[config.mk]
export PLATFORM = sky130hd
export DESIGN_NAME = seq_tx
export DESIGN_NICKNAME = d
export VERILOG_FILES = /design/src/rtl/seq_pkg.sv /design/src/rtl/seq_tx_edge_det.sv /design/src/rtl/seq_tx.sv
export SDC_FILE = /design/constraint.sdc
export NUM_CORES = 1
export LEC_CHECK = 0
export CAP_MARGIN = 20
export CORE_ASPECT_RATIO = 1.25
export CORE_MARGIN = 2
export CORE_UTILIZATION = 34
export DETAILED_ROUTE_END_ITERATION = 8
export HOLD_SLACK_MARGIN = 0.02
export PLACE_DENSITY_LB_ADDON = 0.05
export SKIP_CTS_REPAIR_TIMING = 1
export SYNTH_ARGS = -nofsm -noshare
export SYNTH_HDL_FRONTEND = slang
export SYNTH_SLANG_ARGS = --single-unit
[constraint.sdc]
create_clock -name clk -period 2.44 [get_ports clk]
set_input_delay 0.488 -clock clk [delete_from_list [all_inputs] [get_ports clk]]
set_output_delay 0.488 -clock clk [all_outputs]
set_load 0.02 [all_outputs]
[src/rtl/seq_pkg.sv]
// Shared types and constants for the serial pattern transmitter.
package seq_pkg;

    localparam int PAT_W_DEF = 8;
    localparam int CNT_W     = 4;

    typedef enum logic [1:0] {
        IDLE = 2'd0,
        SEND = 2'd1,
        FIN  = 2'd2
    } state_e;

endpackage

[src/rtl/seq_tx_edge_det.sv]
// Rising-edge detector with async active-low reset; reused by the detector board.
module edge_det (
    input  logic clk,
    input  logic rst_n,
    input  logic din,
    output logic rise
);

    logic prev_r;

    // History of din; cleared in reset so a level held across release reads as an edge.
    always_ff @(posedge clk or negedge rst_n) begin
        if (!rst_n) begin
            prev_r <= 1'b0;
        end else begin
            prev_r <= din;
        end
    end

    assign rise = din & ~prev_r;

endmodule

[src/rtl/seq_tx.sv]
// seq_tx: sends a latched pattern MSB first, DIV clocks per bit, on a start edge.
// Optional macro SEQ_TX_LOOP_EN: repeat the latched pattern until the next start edge.
module seq_tx
    import seq_pkg::*;
#(
    parameter int PAT_W = PAT_W_DEF,
    parameter int DIV   = 4
) (
    input  logic             clk,
    input  logic             rst_n,
    input  logic             start,
    input  logic [PAT_W-1:0] pattern,
    output logic             ser_out,
    output logic             busy,
    output logic             done,
    output logic [CNT_W-1:0] bit_cnt
);

    localparam logic [15:0]      DIV_LAST = 16'(DIV - 1);
    localparam logic [CNT_W-1:0] CNT_LAST = CNT_W'(PAT_W - 1);
    localparam logic [CNT_W-1:0] CNT_FULL = CNT_W'(PAT_W);

    state_e           state_r, state_s;
    logic [PAT_W-1:0] shift_r, shift_s, shifted_s;
    logic [15:0]      div_r, div_s;
    logic [CNT_W-1:0] cnt_r, cnt_s;
    logic             ser_r, ser_s;
    logic             busy_r, busy_s;
    logic             done_r, done_s;
    logic             start_rise_s;
    logic             load_s;
    logic             bit_end_s;
    logic             last_bit_s;
`ifdef SEQ_TX_LOOP_EN
    logic [PAT_W-1:0] pat_r;
`endif

    edge_det u_start_edge (
        .clk   (clk),
        .rst_n (rst_n),
        .din   (start),
        .rise  (start_rise_s)
    );

    assign shifted_s = {shift_r[PAT_W-2:0], 1'b0};

    // Next-state and next-output computation; a start edge that loads overrides the FSM.
    always_comb begin
        state_s    = state_r;
        shift_s    = shift_r;
        div_s      = div_r;
        cnt_s      = cnt_r;
        ser_s      = 1'b0;
        busy_s     = 1'b0;
        done_s     = 1'b0;
        bit_end_s  = (div_r == DIV_LAST);
        last_bit_s = bit_end_s && (cnt_r == CNT_LAST);
`ifdef SEQ_TX_LOOP_EN
        load_s     = start_rise_s && (state_r != SEND);
`else
        load_s     = start_rise_s;
`endif
        if (load_s) begin
            state_s = SEND;
            shift_s = pattern;
            div_s   = 16'd0;
            cnt_s   = {CNT_W{1'b0}};
            ser_s   = pattern[PAT_W-1];
            busy_s  = 1'b1;
        end else begin
            case (state_r)
                IDLE: begin
                    state_s = IDLE;
                end
                SEND: begin
                    busy_s = 1'b1;
`ifdef SEQ_TX_LOOP_EN
                    // While looping, a start edge is the stop request.
                    if (start_rise_s) begin
                        state_s = IDLE;
                        busy_s  = 1'b0;
                        div_s   = 16'd0;
                    end else if (last_bit_s) begin
                        shift_s = pat_r;
                        div_s   = 16'd0;
                        cnt_s   = {CNT_W{1'b0}};
                        ser_s   = pat_r[PAT_W-1];
                        done_s  = 1'b1;
                    end else
`else
                    if (last_bit_s) begin
                        state_s = FIN;
                        busy_s  = 1'b0;
                        done_s  = 1'b1;
                        div_s   = 16'd0;
                        cnt_s   = CNT_FULL;
                        shift_s = {PAT_W{1'b0}};
                    end else
`endif
                    if (bit_end_s) begin
                        shift_s = shifted_s;
                        div_s   = 16'd0;
                        cnt_s   = cnt_r + CNT_W'(1);
                        ser_s   = shifted_s[PAT_W-1];
                    end else begin
                        div_s   = div_r + 16'd1;
                        ser_s   = shift_r[PAT_W-1];
                    end
                end
                FIN: begin
                    state_s = IDLE;
                end
                default: begin
                    state_s = IDLE;
                end
            endcase
        end
    end

    // State and registered outputs.
    always_ff @(posedge clk or negedge rst_n) begin
        if (!rst_n) begin
            state_r <= IDLE;
            shift_r <= {PAT_W{1'b0}};
            div_r   <= 16'd0;
            cnt_r   <= {CNT_W{1'b0}};
            ser_r   <= 1'b0;
            busy_r  <= 1'b0;
            done_r  <= 1'b0;
        end else begin
            state_r <= state_s;
            shift_r <= shift_s;
            div_r   <= div_s;
            cnt_r   <= cnt_s;
            ser_r   <= ser_s;
            busy_r  <= busy_s;
            done_r  <= done_s;
        end
    end

`ifdef SEQ_TX_LOOP_EN
    // Copy of the pattern reloaded at every wrap, since the shift register consumes its own.
    always_ff @(posedge clk or negedge rst_n) begin
        if (!rst_n) begin
            pat_r <= {PAT_W{1'b0}};
        end else if (load_s) begin
            pat_r <= pattern;
        end else begin
            pat_r <= pat_r;
        end
    end
`endif

    assign ser_out = ser_r;
    assign busy    = busy_r;
    assign done    = done_r;
    assign bit_cnt = cnt_r;

endmodule

==> metrics.cfg, run 1 <==
[yosys]
synth_top_area_share=0.515
synth_cell_types=33
post_synth_and_or_nand_nor_area_fraction=0.268
syn-cell-area_um2=1650
synth_top_cells_by_area=sky130_fd_sc_hd__dfrtp_1 51%, sky130_fd_sc_hd__nand2_1 6.6%, sky130_fd_sc_hd__nor2_1 5.0%
synth-seq-area-share=0.515
syn_area_per_cell_um2=9.08
synth_xor_area_frac=0.0530
ys_warns=0
ys_seq_elements=34
syn_inst=182
synthAdderAreaFrac=0.0151
synth_top_cell_by_area=sky130_fd_sc_hd__dfrtp_1
synth_compound_gate_area_share=0.116
synthMuxAreaShare=0.00681
synth_fp_nets=195
synth_top_family_by_area=simple AND/OR/NAND/NOR gates

[finish]
finish.cell_count_without_fillers=263
cell_area_after_layout_um2=2010
final_layout_size_suffix_gt1_frac=0.0837
layout.cells.most_common_list=34 x sky130_fd_sc_hd__dfrtp_1, 29 x sky130_fd_sc_hd__nand2_1, 22 x sky130_fd_sc_hd__nor2_1, 17 x sky130_fd_sc_hd__clkdlybuf4s50_1, 14 x sky130_fd_sc_hd__nand3_1
final_net_count=215
final_core_occ=0.428
antennaDiodeCount=0
flow.area_growth_from_synthesis_pct=21.6
leading_cell_type_in_the_layout_fill_and_taps_excluded=sky130_fd_sc_hd__dfrtp_1

[critical_path]
cpMaxStageDelayCell=sky130_fd_sc_hd__nor2_1
path_max_fanout=14
crit_arrival_ns=2.21
timing_worst_setup_path_type=register to register
critical-path-top-delay-family=simple AND/OR/NAND/NOR gates
cp.required_ns=2.64
crit_path_cell_trace=ha_1 > nor4b_2 > nand4_1 > buf_4 > nor2_1 > nand3_1 > a31oi_1
cp-start-kind=register
path_depth=7
timing.critical_path.buf_inv=1
worst_path_largest_cell_delay_ns=0.44
worst_r2r_path_depth=7
setup.worst_path.end_class=register

[worst_hold_path]
worst_hold_path.num_cells=2
hold_path.class=register to register

[routing]
drt-initial-drc-count=107
ant_nets=0
routed_via_count_divided_by_cell_count=5.05
first_pass_iters=4
detail_route.wirelength_um=3720
detail_route.drc_violations=0
drt-wirelength-per-cell_um=14.1
vias=1327

[timing]
slew_headroom=0.622
worst_pin_slew_ns=0.553
grt_setup_unrepaired=false
layout_min_cycle_time_ns=2.02
setup_total_negative_slack_ns=0
finalClockSkew_ns=0.00375
timing.final.setup_violations=0
max_freq_mhz=496
final_hold_viol_count=0
max_slew_vio_count=0
layout_worst_path_cycle_share=0.827

[global_routing]
grt_antenna_before_repair=0
first_pass_grt_wire_length_um=6690
track_usage=0.162
first_global_vias=1430
grt.overflow.total=0
largest_net_degree_at_the_start_of_global_routing=35

[die]
floorplan.rows=28
initial_utilization=0.352
die_w_um=66.4
core_area_um2=4690
dieArea_um2=5440
top_level_ports=18
floorplan.die.height_um=82.0

[placed_design]
place_area_um2=1900
place.detailed.instances=255
gp_congestion=0.931
io_buffer_count=17
post-dp-hpwl_um=2640

[clock_network]
cts_tree=built
cts_buffer_depth=2
cts.clk_slew.worst_paths_ns=0.07
cts_made_buffers=5
clockRootBuffer=sky130_fd_sc_hd__clkbuf_8
h_tree_depth=2
worstSkewPairLatency_ns=0.28
clock_sinks=34

[power_and_ir_drop]
power.density_cell_area_nw_per_um2=844
power.leakage_nw=0.852
design_power_total_mw=1.70
vdd_drop_max_mv=0.562

[run]
max_cap_violations=0

[outcome]
status=complete, no violations

## worst paths after layout
| check | startpoint | to | slack [ns] |
|---|---|---|---|
| setup / recovery | div_r[0]$_DFFE_PN0P_ | shift_r[4]$_DFFE_PN0P_ | 0.42 |
| hold reg to reg | shift_r[5]$_DFFE_PN0P_ | shift_r[5]$_DFFE_PN0P_ | 0.55 |
| setup reg to reg | div_r[0]$_DFFE_PN0P_ | shift_r[4]$_DFFE_PN0P_ | 0.42 |
| hold / removal | shift_r[5]$_DFFE_PN0P_ | shift_r[5]$_DFFE_PN0P_ | 0.55 |
| max in group asynchronous | rst_n | u_start_edge.prev_r$_DFF_PN0_ | 1.51 |
| min in group asynchronous | rst_n | div_r[9]$_DFFE_PN0P_ | 0.60 |
## power breakdown
group	switching (mW)	leakage, nW	internal (mW)
clock network	0.202	0.0575	0.285
logic	0.254	0.358	0.196
registers	0.0811	0.436	0.677
total	0.537	0.852	1.16
## worst register-to-register path, cell delays in order, from the launching register on
cell and delay, ns:
sky130_fd_sc_hd__dfrtp_1 0.38, sky130_fd_sc_hd__ha_1 0.22, sky130_fd_sc_hd__nor4b_2 0.21, sky130_fd_sc_hd__nand4_1 0.13
sky130_fd_sc_hd__buf_4 0.21, sky130_fd_sc_hd__nor2_1 0.44, sky130_fd_sc_hd__nand3_1 0.15, sky130_fd_sc_hd__a31oi_1 0.20
## through the flow
stage / hold slack [ns] / setup slack (ns)
CTS: 0.550 / 0.392
detailed placement: 0.532 / 0.368
floorplan: 0.192 / 0.719
finish: 0.546 / 0.423
global placement: 0.530 / 0.392
global route: 0.575 / 0.192
## area by class of cell
cell class | instances | area, um2
fillers | 494 | 2690
flip-flops and latches | 34 | 851
multi-input cells | 137 | 758
repair buffers | 22 | 208
clock buffers | 8 | 110
well taps | 60 | 75.1
inverters | 2 | 7.51
## cell usage after synthesis
cell / n
sky130_fd_sc_hd__dfrtp_1: 34
sky130_fd_sc_hd__nand3_1: 14
sky130_fd_sc_hd__or4_1: 1
sky130_fd_sc_hd__a21oi_1: 12
sky130_fd_sc_hd__nor4_1: 2
sky130_fd_sc_hd__o31ai_1: 1
sky130_fd_sc_hd__nor2b_1: 2
sky130_fd_sc_hd__nand2b_1: 2
sky130_fd_sc_hd__nor4b_2: 1
sky130_fd_sc_hd__nand4_1: 4
sky130_fd_sc_hd__a31oi_1: 6
sky130_fd_sc_hd__inv_1: 2
sky130_fd_sc_hd__a211oi_2: 1
sky130_fd_sc_hd__nor2_1: 22
sky130_fd_sc_hd__o21ai_0: 7
sky130_fd_sc_hd__ha_1: 2
sky130_fd_sc_hd__or2_1: 1
sky130_fd_sc_hd__buf_2: 2
sky130_fd_sc_hd__and3_1: 3
sky130_fd_sc_hd__xor2_1: 7
sky130_fd_sc_hd__nor3_1: 5
sky130_fd_sc_hd__xnor2_1: 3
sky130_fd_sc_hd__nand3b_1: 2
sky130_fd_sc_hd__a21boi_0: 2
sky130_fd_sc_hd__nor4_2: 1
sky130_fd_sc_hd__or3_1: 3
sky130_fd_sc_hd__o22ai_1: 1
sky130_fd_sc_hd__buf_1: 1
sky130_fd_sc_hd__nand2_1: 29
sky130_fd_sc_hd__mux2_2: 1
sky130_fd_sc_hd__a2111oi_0: 1
sky130_fd_sc_hd__clkbuf_1: 6
sky130_fd_sc_hd__a211o_1: 1
## logic make-up after synthesis
logic type	count (synthesis)
DFF	34
adders and majority gates	2
xor gates and xnor gates	10
and+or+nand+nor	92
buffers and inverters	11
AOI/OAI and AO/OA	32
muxes	1
## state kept, by name (all words and copies together), names as in the netlist
register             count
div_r                   16
u_start_edge.prev_r      1
busy                     1
bit_cnt                  4
state_r                  2
done                     1
ser_out                  1
shift_r                  8
## per-layer routing
layer / wire length [um] / vias to the layer above / global-route usage
li1: - / 672 / -
met1: 1650 / 627 / 0.197
met2: 1910 / 24 / 0.276
met3: 109 / 4 / 0.0329
met4: 53 / 0 / 0.0714
met5: 0 / - / 0
(Power assumes the default switching activity.)
==> run 2: changes to the inputs <==
==> constraint.sdc (replaced) <==
create_clock -name clk -period 1.85 [get_ports clk]
set_input_delay 0.37 -clock clk [delete_from_list [all_inputs] [get_ports clk]]
set_output_delay 0.37 -clock clk [all_outputs]
set_load 0.02 [all_outputs]
==> run 2 against run 1 <==
Cell count grew 9.1%. Register-to-register slack got worse by 0.32 ns. Cell area up 11%. Clock-buffer cell count fell by 1. Die area did not move. Via count grew 11%. First-iteration DRC count is 33% lower. Setup slack lost 0.32 ns. Sequential cell count is the same. Clock skew fell by 0.0015 ns. Global-route usage is 0.44 points higher. Highest routed layer unchanged.
==> metrics.cfg, run 2 (same netlist as run 1, synthesis figures left out) <==
[timing]
layout_min_cycle_time_ns=1.75  ; -0.268 ns
worst_slack_ns=0.100  ; -0.322 ns
slew_headroom=0.656  ; +0.0340
setup_total_negative_slack_ns=0  ; unchanged
final_hold_viol_count=0  ; unchanged
max_freq_mhz=572  ; +15%
grt_setup_unrepaired=true
hold_slack_ns=0.506  ; -0.0402 ns
timing.final.setup_violations=0  ; unchanged
worst_pin_slew_ns=0.504  ; -0.0496 ns
finalClockSkew_ns=0.00227  ; -0.00148 ns
max_slew_vio_count=0  ; unchanged
layout_worst_path_cycle_share=0.946  ; +0.119

[critical_path]
crit_arrival_ns=1.97  ; -0.24 ns
cp.required_ns=2.07  ; -0.57 ns
cp-start-kind=register
worst_path_largest_cell_delay_ns=0.36  ; -0.08 ns
cpMaxStageDelayCell=sky130_fd_sc_hd__dfrtp_1
path_max_fanout=7  ; -7
crit_path_cell_trace=ha_2 > nor4b_4 > nand4_1 > or2_4 > a211o_1 > a21oi_2
r2r_setup_slack_ns=0.10  ; -0.32 ns
timing_worst_setup_path_type=register to register
setup.worst_path.end_class=register

[clock_network]
h_tree_depth=2  ; unchanged
cts_buffer_depth=2  ; unchanged
cts.clk_slew.worst_paths_ns=0.07  ; about the same
clock_sinks=34  ; unchanged
cts_tree=built
worstSkewPairLatency_ns=0.28  ; about the same
clockRootBuffer=sky130_fd_sc_hd__clkbuf_8
cts_made_buffers=5  ; unchanged

[global_routing]
largest_net_degree_at_the_start_of_global_routing=35  ; unchanged
first_pass_grt_wire_length_um=6750  ; +0.93%
track_usage=0.166  ; +0.00442
grt_antenna_before_repair=0  ; unchanged
first_global_vias=1483  ; +3.7%
grt.overflow.total=0  ; unchanged

[routing]
detail_route.wirelength_um=3980  ; +7.2%
ant_nets=0  ; unchanged
detail_route.drc_violations=0  ; unchanged
vias=1467  ; +11%
drt-wirelength-per-cell_um=13.9  ; -1.8%
routed_via_count_divided_by_cell_count=5.11  ; +1.3%
drt-initial-drc-count=72  ; -33%
first_pass_iters=4  ; unchanged

[finish]
multi_input_logic_area_um2=798  ; +5.3%
layout.cells.most_common_list=34 x sky130_fd_sc_hd__dfrtp_1, 27 x sky130_fd_sc_hd__nand2_1, 26 x sky130_fd_sc_hd__buf_4, 21 x sky130_fd_sc_hd__nor2_1, 17 x sky130_fd_sc_hd__clkdlybuf4s50_1
finish.cell_count_without_fillers=287  ; +9.1%
flow.area_growth_from_synthesis_pct=34.4
n_fill_cell=485  ; -1.8%
antennaDiodeCount=0  ; unchanged
final_net_count=239  ; +11%
largest-register=div_r
largest_reg_flops=16  ; unchanged
sequential_cell_area_um2=851  ; unchanged
final_layout_size_suffix_gt1_frac=0.211  ; +0.128
leading_cell_type_in_the_layout_fill_and_taps_excluded=sky130_fd_sc_hd__dfrtp_1

[die]
floorplan.die.height_um=82.0  ; unchanged
dieArea_um2=5440  ; unchanged
floorplan.rows=28  ; unchanged
die_w_um=66.4  ; unchanged
top_level_ports=18  ; unchanged
core_area_um2=4690  ; unchanged
initial_utilization=0.352  ; unchanged

[outcome]
status=complete, no violations

[power_and_ir_drop]
power.leakage_nw=0.968  ; +14%
vdd_drop_max_mv=0.642  ; +14%
design_power_total_mw=2.39  ; +41%
power.density_cell_area_nw_per_um2=1070  ; +27%

[placed_design]
place.detailed.instances=275  ; +7.8%
gp_congestion=0.834  ; -10%
dp_slack_ns=-0.0697  ; -0.438 ns
io_buffer_count=17  ; unchanged
post-dp-hpwl_um=2880  ; +9.0%

[worst_hold_path]
hold_path.class=input port to asynchronous set/reset pin

[run]
max_cap_violations=0  ; unchanged

## run 2: changes by cell type in the layout (fill, tap and decap cells not counted), moves of 3 or more
cell and change:
sky130_fd_sc_hd__o21ai_0 -3, sky130_fd_sc_hd__buf_6 +3, sky130_fd_sc_hd__buf_4 +21, sky130_fd_sc_hd__o21ai_1 +3
## run 2: per-stage QoR
step	area (um2)	util
3_5_place_dp	2050	0.437
3_3_place_gp	2050	0.437
5_1_grt	2220	0.473
6_report	2220	0.473
2_1_floorplan	1650	-
4_1_cts	2140	0.456
## run 2: final timing paths
path	start	end	cells after the start
max in group asynchronous	rst_n	bit_cnt[1]$_DFFE_PN0P_	2
hold reg to reg	shift_r[0]$_DFFE_PN0P_	shift_r[0]$_DFFE_PN0P_	2
hold / removal	rst_n	shift_r[2]$_DFFE_PN0P_	2
min in group clk	shift_r[0]$_DFFE_PN0P_	shift_r[0]$_DFFE_PN0P_	2
setup reg to reg	div_r[0]$_DFFE_PN0P_	bit_cnt[3]$_DFFE_PN0P_	6
setup / recovery	div_r[0]$_DFFE_PN0P_	bit_cnt[3]$_DFFE_PN0P_	6
## run 2: worst max-delay path, delay by kind of cell, from the launching register on
kind	cells	cell delay [ns]
fa+ha+maj	1	0.18
simple gates	3	0.78
flops	1	0.36
compound gates	2	0.35
## run 2: layer usage
layer  global-route usage  up-vias  wire length (um)
met2                0.288       30              2050
met4               0.0776        0                81
met5                    0        -                 0
met3               0.0370        9               126
met1                0.195      708              1730
li1                     -      720                 -
## run 2: power breakdown
part           switching, mW  internal [mW]  total, mW
clock                  0.268          0.300      0.568
sequential            0.0971          0.893      0.990
combinational          0.406          0.421      0.828
total                  0.772           1.62       2.39
## run 2: cell type report
| cell class | count | share of cell area |
|---|---|---|
| Clock buffer | 7 | 0.0389 |
| Clock inverter | 1 | 0.00225 |
| Inverter | 2 | 0.00338 |
| Multi-Input combinational cell | 137 | 0.359 |
| Sequential cell | 34 | 0.383 |
| Tap cell | 60 | 0.0338 |
| Timing Repair Buffer | 46 | 0.180 |
